## src/rtl/spi_pwm_array.sv

```systemverilog
`default_nettype none
// ============================================================================
//  Module   : spi_pwm_array
//  Purpose  : NUM_CH-channel PWM generator with a mode-0 SPI slave that
//             writes (and optionally reads) double-buffered duty levels and
//             a shared period register. SPI pins are oversampled by clk.
//  Options  : SPI_READBACK_EN - when defined, read commands shift the
//             addressed shadow register out on miso; otherwise miso is 0
//             and read commands are consumed without effect.
//  Revision : 1.0 - initial release
// ============================================================================
module spi_pwm_array #(
    parameter int NUM_CH      = 7,
    parameter int PWM_W       = 8,
    parameter int SYNC_STAGES = 2
) (
    input  logic              clk,
    input  logic              reset,
    input  logic              sclk,
    input  logic              cs_n,
    input  logic              mosi,
    output logic              miso,
    output logic [NUM_CH-1:0] pwm_out,
    output logic              period_wrap
);

    // Shift-in keeps only the bits preceding the one currently on mosi,
    // so it needs 7 bits for a command and PWM_W-1 bits for a data word.
    localparam int               c_sh_w      = (PWM_W > 8) ? PWM_W - 1 : 7;
    localparam logic [3:0]       c_cmd_last  = 4'd7;
    localparam logic [3:0]       c_data_last = 4'(PWM_W - 1);
    localparam logic [6:0]       c_top_addr  = 7'h7F;
    localparam logic [PWM_W-1:0] c_top_rst   = {{(PWM_W-1){1'b1}}, 1'b0};

    typedef enum logic [1:0] {
        S_IDLE = 2'd0,
        S_CMD  = 2'd1,
        S_DATA = 2'd2
    } state_t;

    logic [SYNC_STAGES-1:0] r_sclk_sync;
    logic [SYNC_STAGES-1:0] r_cs_sync;
    logic [SYNC_STAGES-1:0] r_mosi_sync;
    logic                   r_sclk_prev;
    logic                   w_sclk_s;
    logic                   w_cs_n_s;
    logic                   w_mosi_s;
    logic                   w_rise;

    state_t                 r_state;
    state_t                 w_state_nxt;
    logic                   w_cmd_done;
    logic                   w_word_done;
    logic [3:0]             r_bcnt;
    logic [c_sh_w-1:0]      r_shift_in;
    logic                   r_wr;
    logic [6:0]             r_addr;
    logic                   w_cmd_wr;
    logic [6:0]             w_cmd_addr;
    logic [PWM_W-1:0]       w_word;
    logic                   w_top_wr;

    logic [PWM_W-1:0]       r_cnt;
    logic [PWM_W-1:0]       r_top_sh;
    logic [PWM_W-1:0]       r_top_act;
    logic                   r_period_wrap;
    logic                   w_wrap;

    // Bring the asynchronous SPI pins into the clk domain
    always_ff @(posedge clk) begin
        if (reset) begin
            r_sclk_sync <= '0;
            r_cs_sync   <= '1;
            r_mosi_sync <= '0;
            r_sclk_prev <= 1'b0;
        end else begin
            r_sclk_sync <= {r_sclk_sync[SYNC_STAGES-2:0], sclk};
            r_cs_sync   <= {r_cs_sync[SYNC_STAGES-2:0], cs_n};
            r_mosi_sync <= {r_mosi_sync[SYNC_STAGES-2:0], mosi};
            r_sclk_prev <= w_sclk_s;
        end
    end

    assign w_sclk_s   = r_sclk_sync[SYNC_STAGES-1];
    assign w_cs_n_s   = r_cs_sync[SYNC_STAGES-1];
    assign w_mosi_s   = r_mosi_sync[SYNC_STAGES-1];
    assign w_rise     = w_sclk_s & ~r_sclk_prev;

    // The 8th command bit is still on mosi when the command completes
    assign w_cmd_wr   = r_shift_in[6];
    assign w_cmd_addr = {r_shift_in[5:0], w_mosi_s};
    assign w_word     = {r_shift_in[PWM_W-2:0], w_mosi_s};
    assign w_top_wr   = w_word_done & r_wr & (r_addr == c_top_addr);

    // SPI state register
    always_ff @(posedge clk) begin
        if (reset) begin
            r_state <= S_IDLE;
        end else begin
            r_state <= w_state_nxt;
        end
    end

    // SPI next-state and command/word completion strobes
    always_comb begin
        w_state_nxt = r_state;
        w_cmd_done  = 1'b0;
        w_word_done = 1'b0;
        if (w_cs_n_s) begin
            w_state_nxt = S_IDLE;
        end else begin
            case (r_state)
                S_IDLE: w_state_nxt = S_CMD;
                S_CMD: begin
                    if (w_rise && (r_bcnt == c_cmd_last)) begin
                        w_cmd_done  = 1'b1;
                        w_state_nxt = S_DATA;
                    end
                end
                S_DATA: begin
                    if (w_rise && (r_bcnt == c_data_last)) begin
                        w_word_done = 1'b1;
                    end
                end
                default: w_state_nxt = S_IDLE;
            endcase
        end
    end

    // Receive shifter, bit counter and burst address
    always_ff @(posedge clk) begin
        if (reset) begin
            r_bcnt     <= '0;
            r_shift_in <= '0;
            r_wr       <= 1'b0;
            r_addr     <= '0;
        end else if (w_cs_n_s) begin
            r_bcnt     <= '0;
        end else if (w_rise && (r_state != S_IDLE)) begin
            r_shift_in <= {r_shift_in[c_sh_w-2:0], w_mosi_s};
            if (w_cmd_done) begin
                r_wr   <= w_cmd_wr;
                r_addr <= w_cmd_addr;
                r_bcnt <= '0;
            end else if (w_word_done) begin
                r_addr <= r_addr + 7'd1;
                r_bcnt <= '0;
            end else begin
                r_bcnt <= r_bcnt + 4'd1;
            end
        end
    end

`ifdef SPI_READBACK_EN
    logic             w_fall;
    logic             r_rd_pend;
    logic             r_miso;
    logic [PWM_W-1:0] r_shift_out;
    logic [PWM_W-1:0] w_rd_data;
    logic [PWM_W-1:0] w_lvl_sh [NUM_CH];

    assign w_fall = ~w_sclk_s & r_sclk_prev;

    // Read mux over the shadow registers; unmapped addresses read 0
    always_comb begin
        w_rd_data = '0;
        if (r_addr == c_top_addr) begin
            w_rd_data = r_top_sh;
        end
        for (int i = 0; i < NUM_CH; i++) begin
            if (r_addr == 7'(i)) begin
                w_rd_data = w_lvl_sh[i];
            end
        end
    end

    // Transmit shifter: a load is armed at the end of a read command or word
    // and happens on the next falling edge, which also presents the MSB
    always_ff @(posedge clk) begin
        if (reset) begin
            r_rd_pend   <= 1'b0;
            r_miso      <= 1'b0;
            r_shift_out <= '0;
        end else if (w_cs_n_s) begin
            r_rd_pend   <= 1'b0;
            r_miso      <= 1'b0;
            r_shift_out <= '0;
        end else begin
            if (w_cmd_done) begin
                r_rd_pend <= ~w_cmd_wr;
            end else if (w_word_done) begin
                r_rd_pend <= ~r_wr;
            end
            if (w_fall && (r_state == S_DATA)) begin
                if (r_rd_pend) begin
                    r_rd_pend   <= 1'b0;
                    r_miso      <= w_rd_data[PWM_W-1];
                    r_shift_out <= {w_rd_data[PWM_W-2:0], 1'b0};
                end else begin
                    r_miso      <= r_shift_out[PWM_W-1];
                    r_shift_out <= {r_shift_out[PWM_W-2:0], 1'b0};
                end
            end
        end
    end

    assign miso = r_miso;
`else
    assign miso = 1'b0;
`endif

    assign w_wrap = (r_cnt == r_top_act);

    // Period counter with double-buffered top register
    always_ff @(posedge clk) begin
        if (reset) begin
            r_cnt         <= '0;
            r_top_sh      <= c_top_rst;
            r_top_act     <= c_top_rst;
            r_period_wrap <= 1'b0;
        end else begin
            if (w_top_wr) begin
                r_top_sh <= w_word;
            end
            if (w_wrap) begin
                r_cnt     <= '0;
                r_top_act <= r_top_sh;
            end else begin
                r_cnt <= r_cnt + 1'b1;
            end
            r_period_wrap <= w_wrap;
        end
    end

    assign period_wrap = r_period_wrap;

    for (genvar g = 0; g < NUM_CH; g++) begin : g_ch
        logic [PWM_W-1:0] r_lvl_sh;
        logic [PWM_W-1:0] r_lvl_act;
        logic             r_pwm;
        logic             w_wr_en;

        assign w_wr_en = w_word_done & r_wr & (r_addr == 7'(g));

        // Per-channel shadow/active level and registered comparator
        always_ff @(posedge clk) begin
            if (reset) begin
                r_lvl_sh  <= '0;
                r_lvl_act <= '0;
                r_pwm     <= 1'b0;
            end else begin
                if (w_wr_en) begin
                    r_lvl_sh <= w_word;
                end
                if (w_wrap) begin
                    r_lvl_act <= r_lvl_sh;
                end
                r_pwm <= (r_cnt < r_lvl_act);
            end
        end

        assign pwm_out[g] = r_pwm;
`ifdef SPI_READBACK_EN
        assign w_lvl_sh[g] = r_lvl_sh;
`endif
    end

endmodule
`default_nettype wire
```

## config.mk

```make
export PLATFORM = sky130hd
export DESIGN_NAME = spi_pwm_array
export DESIGN_NICKNAME = d
export VERILOG_FILES = /design/src/rtl/spi_pwm_array.sv
export SDC_FILE = /design/constraint.sdc
export NUM_CORES = 1
export LEC_CHECK = 0
export ABC_AREA = 1
export CAP_MARGIN = 20
export CORE_MARGIN = 4
export CORE_UTILIZATION = 61
export CTS_BUF_LIST = sky130_fd_sc_hd__clkbuf_8
export CTS_CLUSTER_DIAMETER = 80
export DETAILED_ROUTE_END_ITERATION = 12
export PLACE_DENSITY = 0.75
export SLEW_MARGIN = 15
export SYNTH_ARGS = -nofsm -noshare
export SYNTH_HDL_FRONTEND = slang
export SYNTH_SLANG_ARGS = --single-unit
```

## constraint.sdc

```tcl
create_clock -name clk -period 3.9 [get_ports clk]
set_clock_uncertainty 0.05 [all_clocks]
set_input_delay 0.78 -clock clk [delete_from_list [all_inputs] [get_ports clk]]
set_output_delay 0.78 -clock clk [all_outputs]
set_load 0.01 [all_outputs]
```

==> run metrics, run 1 <==
status finished, final reports clean; Yosys cell types 28; Routed WL 18000 um; Max Freq 421 MHz; CP max stage delay 0.73 ns; fraction of layout cells with a size suffix above 1 0.0499; effective utilization at floorplan 0.621; Buf/Inv on CP 1; Die H 124 um; Final Core Density 0.658; Num CTS Buffers 17; hold-fix buffers at CTS 0; min Tclk post-route 2.38 ns; Seq/Total Area, Yosys 0.420; total nets after synthesis 1179; post-CTS setup buffers 0; Syn-to-layout area delta 6.00%; Crit. End Element register; #FFs+latches synth 172; row cnt 42; CP startpoint kind register; vias in the first global route 5892; # placed instances 1248; most common library cells after synthesis nand2_1 (279), dfxtp_1 (172), nor2_1 (170); clock buffer depth 2; largest net degree at the start of global routing 99; first-pass GRT wire length 29500 um; DRT iter0 DRCs 607; TritonCTS Sinks 172; vias 6825; critical path, cell by cell xnor2_1, nand2_1, nor2_4, nand2_2, buf_4, nand3_1, nand2_1; Nets 1151; Netlist Area Pre-Place 8190 um^2; cell mode on critical path nand2_1; GR Overflow Total 0; Max-Cap Viols 0; initial antenna violation count 0; Worst EP arrival 2.72 ns; slowest stage cell, crit path dfxtp_1; # resized after CTS 0; EDFF count, synth 0; I/O pin count 14; clk_lat worst skew 0.45 ns; top cell type's share of synthesized area 0.420; CTS HTree Levels 4; crit path max fanout 34; die area 15300 um^2; crit path kind register to register; top_reg_cell synth dfxtp_1; WL per Instance 14.1 um; Synth area leaders dfxtp_1 (42%), nand2_1 (13%), ha_1 (8.4%); worst slew pin tran 0.750 ns; Rel. slew slack 0.500; Crit path max-delay family simple AND/OR/NAND/NOR gates; Final setup viols 0; Reg clk slew, reported paths 0.08 ns; router iterations before antenna repair 5; Max rail drop VDD 216 uV; Fill cells 1185; gpl congestion 0.858; detailed-route vias per instance 5.34; Horiz. Die Dim 124 um; TritonCTS clock tree built; DRC 0; Post-synth ARST share 0; ANT nets after route 0; count of final hold-check violations 0; Mapped Cells 1119; Final HPWL DP 11200 um; Crit path required time 4.25 ns; IO Port Bufs 12; GR Util All Layers 0.247; max-slew violations 0; Hold Crit Class register to register; clock tree root driver cell clkbuf_8; largest area contributor in the netlist dfxtp_1; PwrDens 376 nW/um^2; most frequent cell after synthesis nand2_1; core area 13200 um^2; Mean Syn Cell Area 7.32 um^2; RSZ-0062 raised after global routing no; Yosys Warn Count 0; antenna diode count 0; Lkg Pwr 0.00375 uW; WHS 0.360 ns; Post-Layout Cell Count 1278; period utilisation layout 0.609; Fin Setup TNS 0 ns
through the flow:
step	instance area, um^2	setup slack, ns	total power [uW]
global placement	8260	1.44	1960
detailed placement	8260	1.40	1970
global route	8680	1.39	3390
finish	8680	1.52	3270
CTS	8680	1.52	3290
floorplan	8190	2.14	1920
layer usage:
layer | vias to the layer above | global-route usage | part of all wire
met4 | 0 | 0.0810 | 0.017
met2 | 140 | 0.391 | 0.45
li1 | 3545 | - | -
met3 | 20 | 0.0409 | 0.042
met5 | - | 0 | 0
met1 | 3120 | 0.343 | 0.49
registers in the layout, summed over array words and instances, names as in the netlist:
| register | cells |
|---|---|
| r_sclk_prev | 1 |
| r_state | 2 |
| period_wrap | 1 |
| r_addr | 7 |
| g_ch.r_pwm | 7 |
| r_wr | 1 |
| r_mosi_sync | 2 |
| r_sclk_sync | 2 |
| r_cs_sync | 2 |
| g_ch.r_lvl_sh | 56 |
| r_top_act | 8 |
| r_cnt | 8 |
| g_ch.r_lvl_act | 56 |
| r_bcnt | 4 |
| r_shift_in | 7 |
| r_top_sh | 8 |
layout by cell type (no fill, tap or decap):
| cell | netlist | routed |
|---|---|---|
| clkbuf_8 | 0 | 20 |
| nor2_1 | 170 | 168 |
| ha_1 | 55 | 55 |
| clkdlybuf4s50_1 | 0 | 12 |
| xor2_1 | 7 | 7 |
| a211oi_1 | 1 | 1 |
| conb_1 | 1 | 1 |
| nand4_1 | 79 | 79 |
| o21ai_1 | 1 | 1 |
| buf_4 | 8 | 4 |
| o21ai_0 | 17 | 17 |
| dfxtp_1 | 172 | 172 |
| nand3_4 | 1 | 1 |
| nor2_2 | 2 | 2 |
| xnor2_1 | 11 | 11 |
| buf_12 | 0 | 2 |
| inv_4 | 0 | 1 |
| inv_1 | 103 | 104 |
| nand3_1 | 112 | 112 |
| nand3_2 | 2 | 2 |
| and3_1 | 1 | 1 |
| nand2_1 | 279 | 278 |
| inv_2 | 2 | 2 |
| or2_2 | 2 | 2 |
| clkinv_2 | 0 | 4 |
| nor3_1 | 2 | 2 |
| nand2_2 | 0 | 1 |
| bufinv_16 | 0 | 4 |
| nor2_4 | 8 | 10 |
| a21oi_1 | 24 | 24 |
| o21bai_1 | 2 | 2 |
logic make-up after synthesis:
group,share of synthesized area
AOI/OAI and AO/OA,0.0284
and+or+nand+nor,0.355
DFF,0.420
other,0.000458
buffers and inverters,0.0923
xor gates and xnor gates,0.0192
adders and majority gates,0.0840
final timing paths:
| check | slack [ns] | cells after the start | to | start |
|---|---|---|---|---|
| worst max-delay path | 1.52 | 7 | g_ch[2].r_lvl_act[3]$_SDFFE_PP0P_ | r_cnt[3]$_SDFF_PP0_ |
| worst max register to register | 1.52 | 7 | g_ch[2].r_lvl_act[3]$_SDFFE_PP0P_ | r_cnt[3]$_SDFF_PP0_ |
| worst min-delay path | 0.36 | 2 | r_mosi_sync[1]$_SDFF_PP0_ | r_mosi_sync[0]$_SDFF_PP0_ |
| worst min register to register | 0.36 | 2 | r_mosi_sync[1]$_SDFF_PP0_ | r_mosi_sync[0]$_SDFF_PP0_ |
worst reg2reg max path, cell delays in order (launching register included):
cell and delay (ns):
dfxtp_1 0.73, xnor2_1 0.14, nand2_1 0.14, nor2_4 0.06
nand2_2 0.48, buf_4 0.47, nand3_1 0.16, nand2_1 0.10
power by group:
group	internal [uW]	total, uW	switching [uW]
clock	733	1340	612
combinational	53.3	141	87.9
sequential	1770	1780	15.7
total	2550	3270	715
final cells by class:
cell class	count	area, um^2	share of cell area
well taps	176	220	0.0254
repair buffers	18	190	0.0219
clock inverters	10	148	0.0170
flip-flops and latches	172	3440	0.397
inverters	105	397	0.0457
clock buffers	20	275	0.0317
multi-input cells	777	4010	0.462
Power figures use the tool's default switching activity.
==> inputs of run 2 (changes only) <==
- clock period: 3.9 -> 2.27 ns (I/O delays scaled with it)
==> run metrics, run 2 (synthesis results as in run 1) <==
Num CTS Buffers 17 (unchanged); Psw 1220 uW (+71%); post-CTS setup buffers 0 (unchanged); Buf/Inv on CP 0 (-1); Reg power frac 0.555 (+0.010); crit path kind register to register; Nets 1173 (+1.9%); Max-Cap Viols 0 (unchanged); critical path, cell by cell ha_1, nand3_1, nor2_4, nand3_4, nor2_4, nand2_1, nand2_1, nor2_1; vias 6867 (+0.62%); Reg clk slew, reported paths 0.08 ns (about the same); GR Overflow Total 0 (unchanged); antenna diode count 0 (unchanged); die area 15300 um^2 (unchanged); Crit path required time 2.58 ns (-1.67 ns); CP max stage delay 0.39 ns (-0.34 ns); biggest registers after layout g_ch.r_lvl_act (56), g_ch.r_lvl_sh (56); area occupied by multi-input gates 4010 um^2 (unchanged); Worst EP arrival 2.15 ns (-0.57 ns); I/O pin count 14 (unchanged); leading cell type in the layout, fill and taps excluded nand2_1; period utilisation layout 0.812 (+0.203); WHS 0.349 ns (-0.0104 ns); TritonCTS clock tree built; PwrDens 624 nW/um^2 (+66%); first-pass GRT wire length 29500 um (about the same); gpl congestion 0.885 (+3.1%); Final setup viols 0 (unchanged); largest net degree at the start of global routing 59 (-40%); effective utilization at floorplan 0.621 (unchanged); Rel. slew slack 0.640 (+0.141); GR Util All Layers 0.250 (+0.00270); IO Port Bufs 12 (unchanged); Seq. cell area 3440 um^2 (unchanged); Clk pwr share 0.398 (-0.013); hold-fix buffers at CTS 0 (unchanged); clock tree root driver cell clkbuf_8; worst slew pin tran 0.539 ns (-0.211 ns); DRC 0 (unchanged); RSZ-0062 raised after global routing no; Fin Setup TNS 0 ns (unchanged); count of final hold-check violations 0 (unchanged); detailed-route vias per instance 5.28 (-1.2%); CP startpoint kind register; ANT nets after route 0 (unchanged); min Tclk post-route 1.84 ns (-0.533 ns); clock buffer depth 2 (unchanged); Horiz. Die Dim 124 um (unchanged); Hold Crit Class register to register; DRT iter0 DRCs 542 (-11%); Routed WL 18100 um (+0.47%); vias in the first global route 6042 (+2.5%); total power 5510 uW (+68%); Final HPWL DP 11900 um (+6.3%); TritonCTS Sinks 172 (unchanged); Fill cells 1180 (-0.42%); switching share of power 0.222 (+0.00334); Crit. End Element register; most frequent cells in the layout nand2_1 (278), dfxtp_1 (172), nor2_1 (168); Crit path max-delay family simple AND/OR/NAND/NOR gates; slowest stage cell, crit path nor2_4; WL per Instance 13.9 um (-1.3%); clk_lat worst skew 0.46 ns (about the same); Max rail drop VDD 313 uV (+45%); max-slew violations 0 (unchanged); fraction of layout cells with a size suffix above 1 0.0676 (+0.0176); Syn-to-layout area delta 7.78%; dpl cell area 8420 um^2 (+2.0%); core area 13200 um^2 (unchanged); Lkg Pwr 0.00385 uW (+2.7%); initial antenna violation count 0 (unchanged); Final Cell Area 8830 um^2 (+1.7%); router iterations before antenna repair 4 (-1); row cnt 42 (unchanged); Max Freq 543 MHz (+29%); status finished, final reports clean; crit path max fanout 16 (-53%); P_int 4280 uW (+68%); # resized after CTS 0 (unchanged); CTS HTree Levels 4 (unchanged); Die H 124 um (unchanged); Comb power frac 0.047 (+0.004)
==> run 2: cell types whose count changed in the layout (fill, tap and decap cells not counted), sizes merged <==
cell | before | now
buf | 6 | 28
bufinv | 4 | 3
inv | 107 | 109
clkinvlp | 0 | 1
clkinv | 4 | 3
==> run 2: worst paths after layout <==
kind	startpoint	end	slack [ns]	depth (start not counted)
worst min-delay path	r_mosi_sync[0]$_SDFF_PP0_	r_mosi_sync[1]$_SDFF_PP0_	0.35	2
worst max register to register	r_bcnt[0]$_SDFFE_PP0P_	g_ch[2].r_lvl_sh[0]$_SDFFE_PP0P_	0.43	8
worst min register to register	r_mosi_sync[0]$_SDFF_PP0_	r_mosi_sync[1]$_SDFF_PP0_	0.35	2
worst max-delay path	r_bcnt[0]$_SDFFE_PP0P_	g_ch[2].r_lvl_sh[0]$_SDFFE_PP0P_	0.43	8
==> run 2: worst min-delay path, stage by stage (launching register included) <==
cell	delay (ns)
dfxtp_1	0.30
inv_1	0.04
nor2_1	0.03
==> run 2: stage by stage <==
| step | instances | worst slack [ns] | utilization |
|---|---|---|---|
| 6_report | 1301 | 0.427 | 0.669 |
| 5_1_grt | 1301 | 0.288 | 0.669 |
| 4_1_cts | 1301 | 0.433 | 0.669 |
| 3_5_place_dp | 1270 | 0.375 | 0.639 |
| 3_3_place_gp | 1270 | 0.400 | 0.639 |
| 2_1_floorplan | 1119 | 0.683 | - |
==> run 2: power by group through the flow <==
stage          Clock (uW)  Combinational (uW)  Sequential (uW)
2_1_floorplan           0                 185             3120
3_3_place_gp            0                 254             3120
3_5_place_dp            0                 257             3120
4_1_cts              2210                 259             3050
5_1_grt              2350                 295             3060
6_report             2190                 259             3050
==> run 2: layout make-up <==
type                       count  area share
clock buffer                  20      0.0312
inverter                     105      0.0449
sequential                   172       0.390
timing repair buffer          40      0.0403
clock inverter                11      0.0145
tap                          176      0.0249
multi-input combinational    777       0.454
==> run 2: layer usage <==
metal,GRT usage,share of wire,vias to the layer above
li1,-,-,3587
met1,0.326,0.47,3103
met2,0.410,0.46,147
met3,0.0463,0.049,30
met4,0.0969,0.020,0
met5,0,0,-
==> inputs of run 3 (changes only) <==
- clock period: 2.27 -> 1.9 ns (I/O delays scaled with it)
==> run metrics, run 3 (synthesis results as in run 1) <==
metal3 WL 800 um (-10%); min Tclk post-route 1.77 ns (-0.0686 ns); status finished, final reports clean; worst slew pin tran 0.501 ns (-0.0375 ns); r2r setup slk 0.13 ns (-0.30 ns); clock tree root driver cell clkbuf_8; max-slew violations 0 (unchanged); dpl cell area 8550 um^2 (+1.5%); DRC 0 (unchanged); Final HPWL DP 12200 um (+2.6%); PwrDens 747 nW/um^2 (+20%); Max-Cap Viols 0 (unchanged); largest net degree at the start of global routing 49 (-17%); Max Freq 564 MHz (+3.9%); I/O pin count 14 (unchanged); IO Port Bufs 12 (unchanged); hold-fix buffers at CTS 0 (unchanged); most frequent cells in the layout nand2_1 (278), dfxtp_1 (172), nor2_1 (168); WL per Instance 14.1 um (+1.7%); router iterations before antenna repair 5 (+1); Rel. slew slack 0.665 (+0.0250); TritonCTS clock tree built; antenna diode count 0 (unchanged); fraction of layout cells with a size suffix above 1 0.0794 (+0.0118); vias 6907 (+0.58%); period utilisation layout 0.934 (+0.122); DR top layer met4; ANT nets after route 0 (unchanged); detailed-route vias per instance 5.27 (-0.11%); Final Cell Area 9060 um^2 (+2.6%); hold path endpoint r_sclk_sync[1]$_SDFF_PP0_; GR Overflow Total 0 (unchanged); Die H 124 um (unchanged); endpoint of the lowest-slack register-to-register path g_ch[4].r_lvl_sh[5]$_SDFFE_PP0P_; wl on met1 9080 um (+8.0%); Reg clk slew, reported paths 0.09 ns (about the same); Reg2Reg Depth 8 (unchanged); Hold Crit Depth 2 (unchanged); CTS HTree Levels 4 (unchanged); Hold Crit Class register to register; R2R Path Start r_bcnt[0]$_SDFFE_PP0P_; leading cell type in the layout, fill and taps excluded nand2_1; core area 13200 um^2 (unchanged); Crit path required time 2.21 ns (-0.37 ns); initial antenna violation count 0 (unchanged); total power 6760 uW (+23%); biggest registers after layout g_ch.r_lvl_act (56), g_ch.r_lvl_sh (56); crit path max fanout 16 (unchanged); first-pass GRT wire length 29600 um (+0.35%); TritonCTS Sinks 172 (unchanged); Worst EP arrival 2.08 ns (-0.07 ns); Final setup viols 0 (unchanged); gpl congestion 0.854 (-3.5%); Nets 1181 (+0.68%); row cnt 42 (unchanged); Max rail drop VDD 468 uV (+49%); GR Util All Layers 0.249 (-0.00106); WHS 0.362 ns (+0.0127 ns); clock buffer depth 2 (unchanged); CP startpoint kind register; DRT iter0 DRCs 581 (+7.2%); count of final hold-check violations 0 (unchanged); Routed WL 18500 um (+2.4%); Lkg Pwr 0.00392 uW (+1.8%); Syn-to-layout area delta 10.6%; Num CTS Buffers 17 (unchanged); die area 15300 um^2 (unchanged); Hold Crit Start r_sclk_sync[0]$_SDFF_PP0_; crit path kind register to register; Crit. End Element register; Horiz. Die Dim 124 um (unchanged); clk_lat worst skew 0.45 ns (about the same); vias in the first global route 5876 (-2.7%); wire length on met2 8290 um (-1.3%); effective utilization at floorplan 0.621 (unchanged)
==> run 3: changes by cell type in the layout (fill, tap and decap cells not counted), moves of 3 or more <==
cell	before	now
inv_1	106	102
clkinv_4	0	3
buf_4	26	23
clkbuf_8	20	17
buf_12	2	12
clkinvlp_4	1	4
==> run 3: repair_timing <==
item | in CTS | in global routing
endpoints found under the setup margin | 0 | 28
resized for setup | 0 | 4
setup buffers | 0 | 3
==> run 3: power by group <==
part / total (uW) / internal [uW] / switching, uW
clock network: 2780 / 1430 / 1350
registers: 3640 / 3630 / 12.1
logic: 344 / 140 / 204
==> run 3: stage by stage <==
stage               worst slack [ns]  setup TNS (ns)  cells   util
floorplan                      0.313               0   1119      -
global placement               0.113               0   1275  0.648
detailed placement             0.103               0   1275  0.648
CTS                           0.0931               0   1307  0.681
global route                -0.00208        -0.00208   1310  0.687
finish                         0.126               0   1310  0.687
==> run 3: critical path, cell delays in order (launching register included) <==
cell and delay, ns:
dfxtp_1 0.35, ha_2 0.21, nand3_1 0.13, nor2_4 0.14, nand3_4 0.22, nor2_4 0.39
nand2_1 0.09, nand2_1 0.07, nor2_1 0.04
==> run 3: area by class of cell <==
| cell class | instances | area (um^2) |
|---|---|---|
| timing repair buffer | 48 | 544 |
| multi-input combinational | 777 | 4020 |
| tap | 176 | 220 |
| fill | 1159 | 4130 |
| inverter | 105 | 397 |
| clock buffer | 17 | 234 |
| sequential | 172 | 3440 |
| clock inverter | 15 | 199 |
==> run 3: how the worst max path moves through the flow <==
stage | from | end | slack, ns
finish | r_bcnt[0]$_SDFFE_PP0P_ | g_ch[4].r_lvl_sh[5]$_SDFFE_PP0P_ | 0.13
global route | r_bcnt[1]$_SDFFE_PP0P_ | g_ch[5].r_lvl_sh[2]$_SDFFE_PP0P_ | -0.002
CTS | r_bcnt[0]$_SDFFE_PP0P_ | g_ch[2].r_lvl_sh[5]$_SDFFE_PP0P_ | 0.09
detailed placement | r_bcnt[0]$_SDFFE_PP0P_ | g_ch[2].r_lvl_sh[5]$_SDFFE_PP0P_ | 0.10
global placement | reset | r_bcnt[1]$_SDFFE_PP0P_ | 0.11
floorplan | r_bcnt[0]$_SDFFE_PP0P_ | g_ch[6].r_lvl_sh[5]$_SDFFE_PP0P_ | 0.31
==> run 3: metal layers <==
layer  up-vias  track usage
met4         0       0.0824
met2       131        0.379
li1       3605            -
met5         -            0
met1      3143        0.353
met3        28       0.0500
